--- config.mk ---
export PLATFORM = sky130hd
export DESIGN_NAME = down_counter_timer
export DESIGN_NICKNAME = d
export VERILOG_FILES = /design/src/rtl/down_counter_timer.sv
export SDC_FILE = /design/constraint.sdc
export NUM_CORES = 1
export LEC_CHECK = 0
export CORE_MARGIN = 2
export CORE_UTILIZATION = 40
export DETAILED_ROUTE_END_ITERATION = 16
export GPL_TIMING_DRIVEN = 0
export MAX_ROUTING_LAYER = met4
export PLACE_DENSITY = 0.8
export SYNTH_ARGS = -nofsm -noshare
export SYNTH_HDL_FRONTEND = slang
export SYNTH_SLANG_ARGS = --single-unit
--- constraint.sdc ---
create_clock -name clk -period 2.76 [get_ports clk]
set_input_delay 0.276 -clock clk [delete_from_list [all_inputs] [get_ports clk]]
set_output_delay 0.276 -clock clk [all_outputs]
set_load 0.01 [all_outputs]
--- src/rtl/down_counter_timer.sv ---
// Loadable 4-bit down-counting timer with -1/-3 steps, one-shot or auto-reload.
// A terminal event (count reaching or crossing zero) pulses tc for one cycle.
module down_counter_timer (
    input  logic       clk,
    input  logic       reset,
    input  logic       load,
    input  logic       count_en,
    input  logic [1:0] c,
    input  logic       auto_reload,
    input  logic [3:0] data_in,
    output logic [3:0] count,
    output logic       tc,
    output logic       busy,
    output logic       done
);

    typedef enum logic [1:0] {
        IDLE = 2'd0,
        RUN  = 2'd1,
        DONE = 2'd2
    } state_t;

    state_t     state_q, state_d;
    logic [3:0] count_q, count_d;
    logic [3:0] reload_q, reload_d;
    logic       tc_q, tc_d;
    logic [3:0] step_s;

    // c[1] set means hold; otherwise c[0] selects a step of 1 versus 3.
    assign step_s = c[0] ? 4'd1 : 4'd3;

    always_comb begin
        state_d  = state_q;
        count_d  = count_q;
        reload_d = reload_q;
        tc_d     = 1'b0;

        if (load) begin
            count_d  = data_in;
            reload_d = data_in;
            state_d  = (data_in != 4'd0) ? RUN : IDLE;
        end else if (state_q == RUN && count_en && !c[1]) begin
            if (count_q > step_s) begin
                count_d = count_q - step_s;
            end else begin
                // Reaching or crossing zero terminates the run; never wraps.
                tc_d = 1'b1;
                if (auto_reload) begin
                    count_d = reload_q;
                end else begin
                    count_d = 4'd0;
                    state_d = DONE;
                end
            end
        end
    end

    always_ff @(posedge clk) begin
        if (!reset) begin
            state_q  <= IDLE;
            count_q  <= 4'd0;
            reload_q <= 4'd0;
            tc_q     <= 1'b0;
        end else begin
            state_q  <= state_d;
            count_q  <= count_d;
            reload_q <= reload_d;
            tc_q     <= tc_d;
        end
    end

    assign count = count_q;
    assign tc    = tc_q;
    assign busy  = (state_q == RUN);
    assign done  = (state_q == DONE);

endmodule

* Yosys cells after proc, flatten, opt, wreduce, memory -nomap -nowiden *
Index checks and enable logic that the tools add are counted.

cells by class
  add/sub/neg operators = 1
  multipliers = 0
  divide/modulo/power cells = 0
  order comparisons = 1
  eq/ne operators = 4
  shift operators = 0
  muxes and demuxes = 11
  bitwise operators = 2
  reduce and logical (&&, ||, !) cells = 7

operators by type and width
  cell                number
  $mux 4              4
  $mux 2              5
  $gt 4x2->1          1
  $ne 2x2->1 const B  2
  $reduce_bool 4->1   1
  $sub 4x2->4         1
  $reduce_and 3->1    1
  $reduce_or 3->1     1
  $eq 2x1->1 const B  1
  $eq 2x2->1 const B  1
  $logic_and 1x1->1   2
  $mux 1              2
  $not 1->1           2
  $reduce_bool 2->1   1
  $logic_not 1->1     1

storage, ports and cells
  register bits = 11
  bits in latches = 0
  bits in writable memories = 0
  bits in read-only memories = 0
  input bits = 11
  output and inout port bits = 7
  memories kept = 0

* Longest topological paths before layout *
Gate-level depths: netlist (run 1).

  word-level depth = 5
  gate-level depth with buffers = 6
  gate-level depth less buffers = 6

* Least setup slack after synthesis (run 1) *
OpenSTA, ideal clock, no wires.

  path kind = reg-to-reg
  start = register count_q[0], in the netlist count[0]
  end = register state_q[0]
  setup time = 0.128 ns
  arrival time = 1.560 ns
  data required time = 2.632 ns
  path slack = 1.073 ns
  cell stages (with the launch flop) = 6
  period minus slack after synthesis = 1.687 ns
  cell sequence = dfxtp_1 > fa_1 > nor2b_4 > or3_4 > nor3b_2 > o22ai_1

between the ends
  cells in the longest elaborated chain, start to end = 3

RTL lines
  element                            RTL line  source
  from (decl)                        24        logic [3:0] count_q, count_d;
  from (signal assigned)             66        count_q <= count_d;
  $gt 4x2->1                         43        if (count_q > step_s) begin
  $ne 2x2->1 (no source line)        -
  $reduce_and 3->1 (no source line)  -
  to (signal assigned)               65        state_q <= state_d;
  to (decl)                          23        state_t state_q, state_d;

No other way between the ends.
A chain may end at the register's enable or synchronous reset.

* Worst setup path after layout (run 1) *
  start = input port c[0]
  end = register count_q[0], in the netlist count[0]

between the ends
  cells in the longest elaborated chain, start to end = 5

RTL lines
  element      RTL line  source
  from (decl)  8         input logic [1:0] c,
  $mux 2       30        assign step_s = c[0] ? 4'd1 : 4'd3;
  $gt 4x2->1   43
  $mux 4       43
  $mux 4       42        end else if (state_q == RUN && count_en && !c[1]) begin
  $mux 4       38        if (load) begin

No other way between the ends. The select of a mux whose other input is x is not followed.

==> results of run 1 <==
-- critical path: cells and delay by family --
| kind | cells | cell delay [ns] |
|---|---|---|
| compound gates | 1 | 0.13 |
| fa+ha+maj | 1 | 0.48 |
| simple gates | 2 | 0.39 |
| mux | 1 | 0.36 |
| buf+inv | 1 | 0.45 |
-- state kept, by name, indices dropped and copies added (netlist names) --
signal,cells
count,4
tc,1
state_q,2
reload_q,4
-- worst max path at each step --
stage / start / end / cells after the start
floorplan: count[0] / state_q[0] / 5
global placement: c[0] / state_q[0] / 6
detailed placement: c[0] / count[0] / 6
CTS: c[0] / count[0] / 6
global route: c[0] / count[0] / 6
finish: c[0] / count[0] / 6
-- report_power, final --
part | switching [mW] | internal (mW)
combinational | 0.0353 | 0.0520
sequential | 0.0103 | 0.168
clock | 0.0524 | 0.0561
-- cell families (layout without fill, tap and decap cells) --
| kind of cell | count (synthesis) | in the layout | share of synthesized area (%) |
|---|---|---|---|
| muxes | 4 | 4 | 6.42 |
| DFF | 11 | 11 | 34.2 |
| adders and majority gates | 3 | 3 | 7.00 |
| AOI/OAI and AO/OA | 16 | 16 | 16.5 |
| and+or+nand+nor | 29 | 29 | 32.1 |
| buffers and inverters | 2 | 23 | 3.70 |
-- layout by cell type (no fill, tap or decap), types with 2 or more instances in the layout --
| master | synthesis | layout |
|---|---|---|
| a21oi_1 | 2 | 2 |
| a31oi_1 | 4 | 4 |
| and3_1 | 2 | 2 |
| clkbuf_4 | 0 | 3 |
| clkdlybuf4s50_1 | 0 | 17 |
| dfxtp_1 | 11 | 11 |
| ha_1 | 2 | 2 |
| mux2i_1 | 3 | 3 |
| nand2_1 | 5 | 5 |
| nand2b_1 | 2 | 2 |
| nor2b_1 | 6 | 6 |
| nor3b_1 | 2 | 2 |
| nor4bb_1 | 2 | 2 |
| o21ai_0 | 2 | 2 |
-- layout make-up --
class / count / area, um^2 / area share [%]
Buffer: 2 / 23.8 / 2.77
Clock buffer: 4 / 26.3 / 3.06
Multi-Input combinational cell: 52 / 399 / 46.4
Sequential cell: 11 / 220 / 25.6
Tap cell: 16 / 20.0 / 2.33
Timing Repair Buffer: 17 / 170 / 19.8
-- metal layers --
metal / global-route usage, % / up-vias / wire length, um
li1: - / 287 / -
met1: 20.6 / 251 / 611
met2: 23.8 / 16 / 627
met3: 7.35 / 4 / 62
met4: 9.09 / 0 / 20
met5: - / - / 0
==> key figures, run 1 <==
Placement
  • Post-Place Worst Slack: 0.586 ns
  • Routability Congestion: 0.871
  • Dpl cells: 98
  • Placed cell areas: 833 um^2
  • # port buffers: 17

GRT
  • First-pass GRT wire length: 2.27 mm
  • Antenna violations before repair: 0
  • Largest net degree at the start of global routing: 11
  • GRT overflow: 0
  • Tot GR Track Use: 17.0%
  • Vias in the first global route: 511

CTS
  • Post-CTS sizing: 0
  • H-Tree Level Count: 1
  • TritonCTS clock tree: built
  • Clock Tree Root: clkbuf_4
  • Setup Fix Bufs, Post-CTS: 0
  • Clock buffer depth: 2
  • Hold Buf Count CTS: 0
  • Clock slew at reported path FFs: roughly 0.060 ns
  • CTS sink count: 11
  • Clk Latency, worst-skew pair: 0.27 ns
  • Inserted Clock Buffers: 3

Logic synthesis
  • Most frequent cell after synthesis: dfxtp_1
  • Synth top area cells: dfxtp_1 (34%), nor2b_1 (5.8%), mux2i_1 (4.7%)
  • Yosys top cell area share: 34.2%
  • Syn nets: 79
  • Ys flop type: dfxtp_1
  • Post-synth top area cell: dfxtp_1
  • Synth Instances: 65
  • Synthesized area: roughly 640 um^2
  • Post-Syn Area per Cell: 9.89 um^2
  • Register area share after synthesis: between 30% and 40%
  • FF+latch count, synth: 11
  • Yosys Warn Count: 0
  • Yosys cell types: 34
  • Post-synth EDFFs: 0
  • Ys async rst share: 0%
  • Post-synth top cells: dfxtp_1 (11), nor2b_1 (6), nand2_1 (5), a31oi_1 (4), mux2i_1 (3)

Worst setup path
  • Worst setup SP type: primary input
  • Reg-to-Reg End: count[0]
  • Worst EP arrival: 2.08 ns
  • Worst reg-to-reg setup slack: 0.99 ns
  • Critical path fanouts, max: 4
  • Worst setup path category: primary input to flip-flop
  • Kind of end point of the critical path: flip-flop
  • R2R Path Start: count[0]
  • R2R cell count: 5
  • Required @ worst endpoint: 2.96 ns
  • CP max-delay cell: fa_1
  • CP cell instances: clkdlybuf4s50_1, fa_1, nor2b_4, nor3_2, mux2_1, o21ai_1
  • Critical Path Max Stage Delay: 0.48 ns

Route
  • DR pass1 iterations: 4
  • Final ANT Viol Nets: 0
  • Final wirelength: 1.32 mm
  • Vias: 558
  • Detailed Route Iter0 Violations: 12
  • WL per Instance: 13.0 um
  • Drc violations: 0
  • Vias per Instance: 5.47

STA
  • # setup viols final: 0
  • Max-slew violations: 0
  • PnR worst setup slack: 0.881 ns
  • Unrepaired setup endpoints after global routing: no
  • Max Freq: approximately 530 MHz
  • Fin crit share: 68.1%
  • Worst-Margin Slew: 0.333 ns
  • Hold Violations, Final: 0
  • Setup Skew: 0.00208 ns
  • Min Tclk post-route: ~1.9 ns
  • Slew HR: just under 80%
  • Hold WS: 0.501 ns
  • Total Neg Setup Slack: 0 ns

Hold path
  • Hold depth: 2
  • Hold path start: reload_q[2]
  • Worst Hold Class: flip-flop to flip-flop
  • Hold Path End: reload_q[2]

Floorplan
  • Initial Utilization: ~43%
  • IO Count: 18
  • DIE AREA: 0.00194 mm^2
  • Core region area: around 0.0015 mm^2
  • Die Span Y: 44.1 um
  • Rows: 14
  • Die Wd: ~44 um

Finish
  • Finished Layout Cells: 102
  • Fill count: about 150
  • Area added between synthesis and finish: 33.7%
  • Layout cells sized above 1: 11.6%
  • Final net count: 101
  • Final core occ: 57.1%
  • Fin area: 860 um^2
  • ANT cells: 0

Power
  • Total power: 374 uW
  • Maximum VDD drop: 0.000323 V
  • LEAKAGE: 0.337 nW
  • PD cells: 435 mW/mm^2

Outcome
  • Status: finished, final reports clean

Flow run
  • Number of max-cap violations: 0
Power figures use the tool's default switching activity.
==> run 2: changes to the inputs <==
--- a/config.mk
+++ b/config.mk
@@ -10,7 +10,7 @@
 export DETAILED_ROUTE_END_ITERATION = 16
 export GPL_TIMING_DRIVEN = 0
 export MAX_ROUTING_LAYER = met4
-export PLACE_DENSITY = 0.8
+export PLACE_DENSITY = 0.82
 export SYNTH_ARGS = -nofsm -noshare
 export SYNTH_HDL_FRONTEND = slang
 export SYNTH_SLANG_ARGS = --single-unit
==> constraint.sdc (replaced) <==
create_clock -name clk -period 1.7 [get_ports clk]
set_input_delay 0.17 -clock clk [delete_from_list [all_inputs] [get_ports clk]]
set_output_delay 0.17 -clock clk [all_outputs]
set_load 0.01 [all_outputs]
==> key figures, run 2 (synthesis gave the netlist of run 1 again) <==
STA
  • Total Neg Setup Slack: 0 ns
  • # setup viols final: 0
  • Hold Violations, Final: 0
  • Unrepaired setup endpoints after global routing: yes
  • Fin crit share: 99.2%
  • Max-slew violations: 0
  • Min Tclk post-route: 1.69 ns
  • Setup Skew: slightly below 0.008 ns
  • Hold WS: 0.489 ns
  • Worst-Margin Slew: 0.327 ns
  • Max Freq: 593 MHz
  • Slew HR: 78.2%
  • PnR worst setup slack: 0.0133 ns

Worst setup path
  • CP cell instances: fa_2, nor2b_4, or3_4, nor3b_4, o22ai_1
  • Worst reg-to-reg setup slack: 0.01 ns
  • Worst EP arrival: 1.84 ns
  • CP max-delay cell: fa_2
  • Worst path top cell family by delay: simple AND/OR/NAND/NOR gates
  • Reg-to-Reg End: state_q[0]
  • Kind of end point of the critical path: flip-flop
  • R2R cell count: 5
  • Worst setup SP type: flip-flop
  • Critical Path Max Stage Delay: between 0.3 and 0.4 ns
  • Required @ worst endpoint: 1.85 ns
  • Worst setup path category: flip-flop to flip-flop
  • Capture point of the worst path: state_q[0]
  • R2R Path Start: count[1]
  • Critical path fanouts, max: 4
  • WP depth: 5
  • Critical path launch point: count[1]
  • Buf/Inv on CP: 0

CTS
  • Inserted Clock Buffers: 3
  • Clock buffer depth: 2
  • CTS sink count: 11
  • H-Tree Level Count: 1
  • Clock Tree Root: clkbuf_4
  • TritonCTS clock tree: built
  • Clock slew at reported path FFs: ~0.070 ns
  • Clk Latency, worst-skew pair: 0.27 ns

Power
  • Maximum VDD drop: roughly 0.00037 V
  • PD cells: about 680 mW/mm^2
  • LEAKAGE: ~0.35 nW
  • Total power: a little over 600 uW
  • Sw Share: 27.7%
  • Combinational power share: 25.6%
  • Sw power: 173 uW
  • P_int: 451 uW
  • Sequential Power Share: 46.7%
  • Share of total power in the clock network: 27.8%

Floorplan
  • DIE AREA: 0.00194 mm^2
  • Die Wd: 44.1 um
  • Core region area: 0.00151 mm^2
  • Initial Utilization: 42.7%
  • IO Count: 18
  • Die Span Y: between 40 and 50 um
  • Rows: 14

Finish
  • Commonest non-fill, non-tap cell in the layout: clkdlybuf4s50_1
  • Final net count: about 100
  • Fin area: 915 um^2
  • ANT cells: 0
  • Layout cells sized above 1: 19.5%
  • Fill count: ~130
  • Reg area: around 230 um^2
  • Final core occ: 60.7%
  • Most frequent cells in the layout: clkdlybuf4s50_1 (16), dfxtp_1 (9), nor2b_1 (6), nand2_1 (5), a31oi_1 (4)
  • Area added between synthesis and finish: 42.2%
  • Footprint of the multi-input gates: around 440 um^2
  • Finished Layout Cells: 103

Hold path
  • Worst Hold Class: flip-flop to flip-flop

Route
  • Final ANT Viol Nets: 0
  • Vias per Instance: 5.70
  • Drc violations: 0
  • Final wirelength: 1.57 mm
  • DR pass1 iterations: 2
  • Vias: around 590
  • Detailed Route Iter0 Violations: 4
  • WL per Instance: 15.3 um

Placement
  • DP HPWL: 1.04 mm
  • # port buffers: 17
  • Routability Congestion: 0.824
  • Placed cell areas: 833 um^2
  • Dpl cells: 98
  • Post-Place Worst Slack: -0.365 ns

GRT
  • Antenna violations before repair: 0
  • GRT overflow: 0
  • Largest net degree at the start of global routing: 11
  • Tot GR Track Use: 16.3%
  • Vias in the first global route: 537
  • First-pass GRT wire length: 2.28 mm

Outcome
  • Status: finished, final reports clean

Flow run
  • Number of max-cap violations: 0
==> run 2: changes by cell type in the layout (fill, tap and decap cells not counted), sizes merged <==
cell           delta
clkdlybuf4s50     -1
clkinv            +1
dlygate4sd2       +1
clkbuf            -1
buf               +1
==> run 2: worst min path at each step <==
stage | slack (ns) | end | depth (start not counted) | from
floorplan | 0.32 | count[0] | 2 | data_in[0]
global placement | 0.47 | reload_q[2] | 2 | reload_q[2]
detailed placement | 0.48 | reload_q[2] | 2 | reload_q[2]
CTS | 0.49 | reload_q[2] | 2 | reload_q[2]
global route | 0.53 | reload_q[2] | 2 | reload_q[2]
finish | 0.49 | reload_q[2] | 2 | reload_q[2]
==> run 2: tightest hold or removal path: stages (launching register included) <==
cell and delay, ns:
dfxtp_1 0.31, nand2b_1 0.06, a21boi_0 0.07
==> run 2: layout make-up <==
class	count	area share, %
multi-input cells	52	48.0
repair buffers	18	19.3
clock buffers	3	2.46
well taps	16	2.19
clock inverters	1	0.547
flip-flops and latches	11	24.9
plain buffers	2	2.60
==> run 2: timing repair <==
action	CTS	global route
endpoints found under the setup margin	4	4
hold buffers	0	0
gates cloned	0	0
hold endpoints to repair	0	0
gates resized for setup	3	8
buffers inserted	0	1
pin swaps	2	4
==> run 2: per-layer routing <==
layer	part of all wire (%)	wire length, um	global-route usage (%)	vias up
li1	-	-	-	286
met1	44	686	19.6	290
met2	53	839	26.8	11
met3	2.9	45	4.90	0
met4	0	0	3.64	0
met5	0	0	-	-
==> run 2: power by group through the flow <==
| stage | combinational (mW) | sequential (mW) | clock, mW |
|---|---|---|---|
| 3_5_place_dp | 0.141 | 0.294 | 0 |
| 3_3_place_gp | 0.140 | 0.294 | 0 |
| 5_1_grt | 0.172 | 0.295 | 0.187 |
| 6_report | 0.159 | 0.291 | 0.173 |
| 4_1_cts | 0.144 | 0.288 | 0.180 |
| 2_1_floorplan | 0.0784 | 0.294 | 0 |
